[config.mk]
export PLATFORM = sky130hd
export DESIGN_NAME = psevdo_ram_2r1w_flat
export DESIGN_NICKNAME = d
export VERILOG_FILES = /design/src/rtl/psevdo_ram_pkg.sv /design/src/rtl/psevdo_ram_2r1w_if.sv /design/src/rtl/psevdo_ram_rdport.sv /design/src/rtl/psevdo_ram_2r1w.sv /design/src/flat_wrapper.sv
export SDC_FILE = /design/constraint.sdc
export NUM_CORES = 2
export LEC_CHECK = 0
export ABC_AREA = 1
export ABC_CLOCK_PERIOD_IN_PS = 4600
export CORE_MARGIN = 1
export CORE_UTILIZATION = 25
export CTS_CLUSTER_DIAMETER = 60
export DETAILED_ROUTE_END_ITERATION = 8
export PLACE_DENSITY_LB_ADDON = 0.25
export SLEW_MARGIN = 20
export SYNTH_ARGS = -nofsm -noshare
export SYNTH_HDL_FRONTEND = slang
export SYNTH_SLANG_ARGS = --single-unit
[constraint.sdc]
create_clock -name CLKS -period 4.6 [get_ports CLKS]
set_input_delay 0.46 -clock CLKS [delete_from_list [all_inputs] [get_ports CLKS]]
set_output_delay 0.46 -clock CLKS [all_outputs]
set_load 0.02 [all_outputs]
[src/rtl/psevdo_ram_pkg.sv]
// Purpose : shared types, defaults and helpers for the psevdo_ram 2R1W storage primitive.
// Latency : n/a (declarations only).
// Backpressure: n/a.
//
// Contents: FSM state type (ST_CLEAR sweep / ST_RUN service), default geometry
// localparams, and the even-parity helper used when PSEVDO_RAM_PARITY_EN is defined.
package psevdo_ram_pkg;

  localparam int DW_DEF    = 9;
  localparam int AW_DEF    = 8;
  localparam int DEPTH_DEF = 256;

  typedef enum logic {
    ST_CLEAR = 1'b0,
    ST_RUN   = 1'b1
  } state_e;

  // Even parity: the returned bit makes the total number of ones even.
  // Callers zero-extend their word to 32 bits, which leaves the result unchanged.
  function automatic logic even_parity(input logic [31:0] d);
    return ^d;
  endfunction

endpackage

[src/rtl/psevdo_ram_2r1w_if.sv]
// Purpose : bundle of the write port, both read ports and READY for psevdo_ram_2r1w.
// Latency : n/a (wiring only).
// Backpressure: none; READY tells the master when requests are honoured.
//
// Signals: DIn/WADDR/WRB write port, RADDRx/RDBx read requests, DOx read data,
// READY clear-done flag, PERRx parity flags (only with PSEVDO_RAM_PARITY_EN).
// slave = RAM side, master = client side.
interface psevdo_ram_2r1w_if
  import psevdo_ram_pkg::*;
#(
  parameter int DW = DW_DEF,
  parameter int AW = AW_DEF
);

  logic [DW-1:0] DIn;
  logic [AW-1:0] WADDR;
  logic          WRB;
  logic [AW-1:0] RADDR1;
  logic [AW-1:0] RADDR2;
  logic          RDB1;
  logic          RDB2;
  logic [DW-1:0] DO1;
  logic [DW-1:0] DO2;
  logic          READY;
`ifdef PSEVDO_RAM_PARITY_EN
  logic          PERR1;
  logic          PERR2;
`endif

  modport slave (
    input  DIn, WADDR, WRB, RADDR1, RADDR2, RDB1, RDB2,
    output DO1, DO2, READY
`ifdef PSEVDO_RAM_PARITY_EN
    , PERR1, PERR2
`endif
  );

  modport master (
    output DIn, WADDR, WRB, RADDR1, RADDR2, RDB1, RDB2,
    input  DO1, DO2, READY
`ifdef PSEVDO_RAM_PARITY_EN
    , PERR1, PERR2
`endif
  );

endinterface

[src/rtl/psevdo_ram_rdport.sv]
// Purpose : one registered read port of psevdo_ram_2r1w (range check, write bypass, pipeline).
// Latency : 1 + RD_PIPE clock edges from the edge that samples rdb=0.
// Backpressure: none; rdb=1 holds stage 1 so the output keeps its last value.
//
// Ports: clk/rst, run (array is in service), rdb/raddr read request, wrb/waddr/din
// snoop of the write port for the collision bypass, mem_rdat raw array word,
// do_dat read data, perr parity flag (only with PSEVDO_RAM_PARITY_EN).
module psevdo_ram_rdport
  import psevdo_ram_pkg::*;
#(
  parameter int DW          = DW_DEF,
  parameter int AW          = AW_DEF,
  parameter int DEPTH       = DEPTH_DEF,
  parameter int RD_PIPE     = 0,
  parameter int WRITE_FIRST = 1
) (
  input  logic          clk,
  input  logic          rst,
  input  logic          run,
  input  logic          rdb,
  input  logic [AW-1:0] raddr,
  input  logic          wrb,
  input  logic [AW-1:0] waddr,
  input  logic [DW-1:0] din,
`ifdef PSEVDO_RAM_PARITY_EN
  input  logic [DW:0]   mem_rdat,
  output logic          perr,
`else
  input  logic [DW-1:0] mem_rdat,
`endif
  output logic [DW-1:0] do_dat
);

  localparam logic [AW:0] DEPTH_L = (AW+1)'(DEPTH);

  logic addr_ok;
  logic hit_wr;

  // The extra top bit keeps DEPTH == 2**AW representable.
  assign addr_ok = ({1'b0, raddr} < DEPTH_L);
  // Same-cycle write to the word being read; only honoured in write-first mode.
  assign hit_wr  = (WRITE_FIRST != 0) && !wrb && (raddr == waddr);

  logic [DW-1:0] s1_dat_q, s1_dat_d;

  always_comb begin
    s1_dat_d = s1_dat_q;
    if (!run) begin
      s1_dat_d = '0;
    end else if (!rdb) begin
      if (!addr_ok)    s1_dat_d = '0;
      else if (hit_wr) s1_dat_d = din;
      else             s1_dat_d = mem_rdat[DW-1:0];
    end
  end

  always_ff @(posedge clk) begin
    if (rst) s1_dat_q <= '0;
    else     s1_dat_q <= s1_dat_d;
  end

`ifdef PSEVDO_RAM_PARITY_EN
  logic s1_perr_q, s1_perr_d;

  // The bypass word carries fresh parity of din, so it can never flag an error.
  always_comb begin
    s1_perr_d = s1_perr_q;
    if (!run) begin
      s1_perr_d = 1'b0;
    end else if (!rdb) begin
      if (!addr_ok || hit_wr) s1_perr_d = 1'b0;
      else s1_perr_d = (even_parity(32'(mem_rdat[DW-1:0])) != mem_rdat[DW]);
    end
  end

  always_ff @(posedge clk) begin
    if (rst) s1_perr_q <= 1'b0;
    else     s1_perr_q <= s1_perr_d;
  end
`endif

  generate
    if (RD_PIPE != 0) begin : g_pipe
      // Stage 2 follows stage 1 every cycle; holding stage 1 therefore holds the output.
      logic [DW-1:0] s2_dat_q, s2_dat_d;
      always_comb s2_dat_d = s1_dat_q;
      always_ff @(posedge clk) begin
        if (rst) s2_dat_q <= '0;
        else     s2_dat_q <= s2_dat_d;
      end
      assign do_dat = s2_dat_q;
`ifdef PSEVDO_RAM_PARITY_EN
      logic s2_perr_q, s2_perr_d;
      always_comb s2_perr_d = s1_perr_q;
      always_ff @(posedge clk) begin
        if (rst) s2_perr_q <= 1'b0;
        else     s2_perr_q <= s2_perr_d;
      end
      assign perr = s2_perr_q;
`endif
    end else begin : g_nopipe
      assign do_dat = s1_dat_q;
`ifdef PSEVDO_RAM_PARITY_EN
      assign perr = s1_perr_q;
`endif
    end
  endgenerate

endmodule

[src/rtl/psevdo_ram_2r1w.sv]
// Purpose : DEPTH x DW single-clock RAM, one write + two read ports, hardware clear after reset.
// Latency : reads 1 + RD_PIPE edges; a write is visible to a read sampled one edge later.
// Backpressure: none; READY stays low during the DEPTH-cycle clear sweep, when requests are ignored.
//
// Ports: CLKS clock, RST synchronous active-high reset, bus (psevdo_ram_2r1w_if.slave)
// carrying DIn/WADDR/WRB, RADDR1/RDB1, RADDR2/RDB2, DO1/DO2, READY and, when the
// PSEVDO_RAM_PARITY_EN macro is defined, PERR1/PERR2 (array stores an even-parity bit).
module psevdo_ram_2r1w
  import psevdo_ram_pkg::*;
#(
  parameter int DW          = DW_DEF,
  parameter int AW          = AW_DEF,
  parameter int DEPTH       = DEPTH_DEF,
  parameter int RD_PIPE     = 0,
  parameter int WRITE_FIRST = 1
) (
  input  logic             CLKS,
  input  logic             RST,
  psevdo_ram_2r1w_if.slave bus
);

`ifdef PSEVDO_RAM_PARITY_EN
  localparam int MW = DW + 1;
`else
  localparam int MW = DW;
`endif
  localparam logic [AW:0]   DEPTH_L   = (AW+1)'(DEPTH);
  localparam logic [AW-1:0] LAST_ADDR = AW'(DEPTH - 1);

  logic [MW-1:0] mem [DEPTH];

  state_e        state_q, state_d;
  logic [AW-1:0] clr_addr_q, clr_addr_d;
  logic          ready_q, ready_d;

  logic          mem_we;
  logic [AW-1:0] mem_waddr;
  logic [MW-1:0] mem_wdat;
  logic [MW-1:0] wr_word;
  logic          waddr_ok;
  logic          run;

`ifdef PSEVDO_RAM_PARITY_EN
  assign wr_word = {even_parity(32'(bus.DIn)), bus.DIn};
`else
  assign wr_word = bus.DIn;
`endif

  assign waddr_ok = ({1'b0, bus.WADDR} < DEPTH_L);
  assign run      = (state_q == ST_RUN);

  // Clear FSM and the single array write mux. The sweep owns the write port
  // while clearing; any write in a cycle with RST high is dropped.
  always_comb begin
    state_d    = state_q;
    clr_addr_d = clr_addr_q;
    ready_d    = ready_q;
    mem_we     = 1'b0;
    mem_waddr  = bus.WADDR;
    mem_wdat   = wr_word;
    case (state_q)
      ST_CLEAR: begin
        mem_we    = 1'b1;
        mem_waddr = clr_addr_q;
        mem_wdat  = '0;
        if (clr_addr_q == LAST_ADDR) begin
          state_d = ST_RUN;
          ready_d = 1'b1;
        end else begin
          clr_addr_d = clr_addr_q + AW'(1);
        end
      end
      ST_RUN: begin
        mem_we = !bus.WRB && waddr_ok;
      end
      default: begin
        state_d = ST_CLEAR;
      end
    endcase
    if (RST) mem_we = 1'b0;
  end

  always_ff @(posedge CLKS) begin
    if (RST) begin
      state_q    <= ST_CLEAR;
      clr_addr_q <= '0;
      ready_q    <= 1'b0;
    end else begin
      state_q    <= state_d;
      clr_addr_q <= clr_addr_d;
      ready_q    <= ready_d;
    end
  end

  // Array has no reset; the sweep provides the defined contents.
  always_ff @(posedge CLKS) begin
    if (mem_we) mem[mem_waddr] <= mem_wdat;
  end

  // Out-of-range reads are zeroed inside the port; index 0 just keeps the lookup in bounds.
  logic [AW-1:0] rd1_idx, rd2_idx;
  logic [MW-1:0] rd1_word, rd2_word;

  assign rd1_idx  = ({1'b0, bus.RADDR1} < DEPTH_L) ? bus.RADDR1 : '0;
  assign rd2_idx  = ({1'b0, bus.RADDR2} < DEPTH_L) ? bus.RADDR2 : '0;
  assign rd1_word = mem[rd1_idx];
  assign rd2_word = mem[rd2_idx];

  logic [DW-1:0] do1_dat, do2_dat;

  psevdo_ram_rdport #(
    .DW(DW), .AW(AW), .DEPTH(DEPTH), .RD_PIPE(RD_PIPE), .WRITE_FIRST(WRITE_FIRST)
  ) u_rd1 (
    .clk      (CLKS),
    .rst      (RST),
    .run      (run),
    .rdb      (bus.RDB1),
    .raddr    (bus.RADDR1),
    .wrb      (bus.WRB),
    .waddr    (bus.WADDR),
    .din      (bus.DIn),
    .mem_rdat (rd1_word),
`ifdef PSEVDO_RAM_PARITY_EN
    .perr     (bus.PERR1),
`endif
    .do_dat   (do1_dat)
  );

  psevdo_ram_rdport #(
    .DW(DW), .AW(AW), .DEPTH(DEPTH), .RD_PIPE(RD_PIPE), .WRITE_FIRST(WRITE_FIRST)
  ) u_rd2 (
    .clk      (CLKS),
    .rst      (RST),
    .run      (run),
    .rdb      (bus.RDB2),
    .raddr    (bus.RADDR2),
    .wrb      (bus.WRB),
    .waddr    (bus.WADDR),
    .din      (bus.DIn),
    .mem_rdat (rd2_word),
`ifdef PSEVDO_RAM_PARITY_EN
    .perr     (bus.PERR2),
`endif
    .do_dat   (do2_dat)
  );

  assign bus.DO1   = do1_dat;
  assign bus.DO2   = do2_dat;
  assign bus.READY = ready_q;

endmodule

[src/flat_wrapper.sv]
// flat-port wrapper written by rule: the top's interface ports become plain ports
module psevdo_ram_2r1w_flat import psevdo_ram_pkg::*;
#(
  parameter int DW          = DW_DEF,
  parameter int AW          = AW_DEF,
  parameter int DEPTH       = DEPTH_DEF,
  parameter int RD_PIPE     = 0,
  parameter int WRITE_FIRST = 1
)
  (CLKS, RST, bus_DIn, bus_WADDR, bus_WRB, bus_RADDR1, bus_RADDR2, bus_RDB1, bus_RDB2, bus_DO1, bus_DO2, bus_READY);
  psevdo_ram_2r1w_if #(.DW(DW), .AW(AW)) bus_i ();
  input  logic CLKS;
  input  logic RST;
  input wire logic [$bits(bus_i.DIn)-1:0] bus_DIn;
  input wire logic [$bits(bus_i.WADDR)-1:0] bus_WADDR;
  input wire logic [$bits(bus_i.WRB)-1:0] bus_WRB;
  input wire logic [$bits(bus_i.RADDR1)-1:0] bus_RADDR1;
  input wire logic [$bits(bus_i.RADDR2)-1:0] bus_RADDR2;
  input wire logic [$bits(bus_i.RDB1)-1:0] bus_RDB1;
  input wire logic [$bits(bus_i.RDB2)-1:0] bus_RDB2;
  output wire logic [$bits(bus_i.DO1)-1:0] bus_DO1;
  output wire logic [$bits(bus_i.DO2)-1:0] bus_DO2;
  output wire logic [$bits(bus_i.READY)-1:0] bus_READY;
  assign bus_i.DIn = bus_DIn;
  assign bus_i.WADDR = bus_WADDR;
  assign bus_i.WRB = bus_WRB;
  assign bus_i.RADDR1 = bus_RADDR1;
  assign bus_i.RADDR2 = bus_RADDR2;
  assign bus_i.RDB1 = bus_RDB1;
  assign bus_i.RDB2 = bus_RDB2;
  assign bus_DO1 = bus_i.DO1;
  assign bus_DO2 = bus_i.DO2;
  assign bus_READY = bus_i.READY;
  psevdo_ram_2r1w #(.DW(DW), .AW(AW), .DEPTH(DEPTH), .RD_PIPE(RD_PIPE), .WRITE_FIRST(WRITE_FIRST)) u_core (.CLKS(CLKS), .RST(RST), .bus(bus_i));
endmodule
==> run_results.csv <==
group,metric,value,unit
run_status,outcome,"finished clean",
floorplan,die_x,685.8,µm
worst_setup_path,arrival,4.42,ns
placement,port_buffers,56,
hold_path,hold_class,"in2reg",
timing,finalCriticalPeriod,3.902,ns
placement,gp_congestion,0.8897,
run,maxCapViolCount,0,
floorplan,rows,250,
timing,finalClockSkew,0.05285,ns
drt,routed_via_density,5.252,
yosys,avgSynthCellArea,8.874,µm²
worst_setup_path,critPathLaunchType,"flip-flop",
drt,dr.pass1.iters,8,
clocking,postCtsHoldBufs,0,
yosys,synth_edf_count,2304,
yosys,syn_area,116900,µm²
final_layout,area_growth,16.75,%
timing,min_period_over_period,0.8482,
floorplan,die_h,685.8,µm
floorplan,coreArea,464500,µm²
drt,routedWlPerCell,25.89,µm
clocking,clk_latency,0.94,ns
clocking,numCtsBuffers,291,
yosys,ys_seq_area_frac,0.5967,
global_route,grt_pass1_vias,94660,
yosys,ys_ff_latch,2332,
yosys,syn_inst,13170,
drt,drt-total-wl,503200,µm
yosys,syn-num-nets,13210,
floorplan,io_pins,57,
timing,finalHoldViolCount,0,
global_route,antenna_found_initial,21,
clocking,cts_setup_buffers,0,
timing,tightest_slew,1.163,ns
global_route,grt_first_pass_wirelength,708500,µm
yosys,yosys.area.top_type_share,0.5920,
clocking,htreeDepth,5,
yosys,synth_warnings,0,
worst_setup_path,worstPathRequired,5.12,ns
placement,place_ws,0.5675,ns
timing,maxSlewViolCount,0,
final_layout,nNetsFinal,13070,
clocking,ctsLongestPathBuffers,4,
yosys,synth_ff_type,"edfxtp_1",
yosys,synth.most_common_cell,"nand2_1",
placement,dp_hpwl,304900,µm
clocking,root_buffer,"clkbuf_16",
timing,finalSetupViolCount,0,
clocking,clkSinkCount,2332,
power,powerDensity,375.8,nW/µm²
floorplan,start_util,0.2516,
drt,first_iter_violations,13630,
yosys,postSynth.asyncResetShare,0,
clocking,ctsResizeCount,0,
yosys,synth.top_cells.by_count,"4,780 x nand2_1, 4,558 x nand3_1, 2,304 x edfxtp_1",
timing,fin_tns_setup,0,ns
timing,rsz0062_at_grt,"false",
floorplan,die_area,470300,µm²
global_route,grt_use_total,0.2049,
power,p_leak,49.90,nW
global_route,grt_overflow_total,0,
worst_setup_path,path_max_fanout,18,
final_layout,drive_gt1_frac,0.07944,
power,peakVddDrop,0.0002643,V
timing,max-slew-margin-rel,0.2248,
yosys,synth_top_area_cell,"edfxtp_1",
yosys,synth.distinct_cells,35,
clocking,clkTransAtPathRegs,0.06,ns
global_route,grt_max_degree,144,
worst_setup_path,worstSetupPathType,"reg2reg",
timing,fin_ws,0.6982,ns
drt,ant_nets,0,
worst_setup_path,crit_path_end_kind,"flip-flop",
drt,via_count,102100,
drt,drc,0,
timing,max_freq,256.3,MHz
clocking,cts_tree,"yes",
yosys,synthTopCellsByArea,"edfxtp_1 59%, nand3_1 20%, nand2_1 15%, clkbuf_1 1.6%, buf_2 1.6%",
cell families (layout without fill, tap and decap cells):
kind of cell,after synthesis,count (layout),share of synthesized area
DFF,2332,2332,0.5967
xor gates and xnor gates,11,11,0.0008885
buffers and inverters,1122,1206,0.04014
adders and majority gates,1,1,0.0001070
AOI/OAI and AO/OA,61,61,0.003072
other,0,9,0
and+or+nand+nor,9644,9644,0.3590
layout by cell type, fill, tap and decap left out, drive strengths merged, types with 2 or more instances in the layout:
| master | synthesis | layout |
|---|---|---|
| clkinvlp | 0 | 16 |
| edfxtp | 2304 | 2304 |
| clkinv | 4 | 97 |
| a21oi | 45 | 45 |
| nand4 | 4 | 4 |
| inv | 72 | 92 |
| xor2 | 11 | 11 |
| nor4 | 2 | 2 |
| clkdlybuf4s50 | 0 | 43 |
| clkbuf | 506 | 363 |
| nor2 | 295 | 295 |
| nand2 | 4783 | 4783 |
| diode | 0 | 9 |
| bufinv | 0 | 31 |
| buf | 540 | 564 |
| nand3 | 4558 | 4558 |
| dfxtp | 28 | 28 |
| o21ai | 13 | 13 |
final timing paths:
kind / endpoint / cells after the start / slack, ns / from
max: u_core.mem[67][7] / 6 / 0.70 / u_core.run
min: u_core.u_rd2.do_dat[0] / 3 / 0.08 / bus_RDB2
max reg2reg: u_core.mem[67][7] / 6 / 0.70 / u_core.run
min reg2reg: u_core.bus.READY / 2 / 0.46 / u_core.bus.READY
power by group:
group / internal [mW] / total (mW) / switching, mW
combinational: 1.23 / 4.82 / 3.59
clock: 13.7 / 23.4 / 9.73
sequential: 23.0 / 23.0 / 0.00969
routing by layer:
layer | up-vias | global-route usage | wire length [µm]
met5 | - | 0 | 89
met4 | 12 | 0.09337 | 25240
met3 | 961 | 0.03913 | 46380
met2 | 5210 | 0.3142 | 222700
met1 | 50390 | 0.2795 | 208800
li1 | 45510 | - | -
flip-flops by register name, indices dropped and copies added (netlist names):
register	cells
u_core.mem	2304
u_core.u_rd2.do_dat	9
u_core.u_rd1.do_dat	9
u_core.run	1
u_core.clr_addr_q	8
u_core.bus.READY	1
through the flow:
| stage | total power [mW] | instance area [µm²] | utilization | hold WS, ns | cells |
|---|---|---|---|---|---|
| CTS | 51.47 | 136400 | 0.2937 | 0.2365 | 19430 |
| global placement | 28.18 | 126900 | 0.2731 | 0.4402 | 18910 |
| floorplan | 26.06 | 116900 | - | 0.4594 | 13170 |
| global route | 52.56 | 136400 | 0.2937 | 0.07066 | 19430 |
| finish | 51.28 | 136500 | 0.2938 | 0.07835 | 19440 |
| detailed placement | 28.17 | 126900 | 0.2731 | 0.4516 | 18910 |
area by class of cell:
| type | count | area (µm²) |
|---|---|---|
| fillers | 48280 | 328100 |
| multi-input cells | 9717 | 42500 |
| clock buffers | 361 | 7690 |
| well taps | 6174 | 7725 |
| clock inverters | 160 | 1876 |
| diodes | 9 | 22.52 |
| repair buffers | 609 | 6469 |
| inverters | 76 | 420.4 |
| flip-flops and latches | 2332 | 69750 |
critical path, cell delays in order, from the launching register on:
cell and delay (ns):
dfxtp_2 0.57, inv_2 0.13, o21ai_4 0.35, inv_2 0.08, nor2_1 0.56, nand2_1 0.73, nor2_1 1.02
Note: power is estimated with default switching activity, not from simulation.
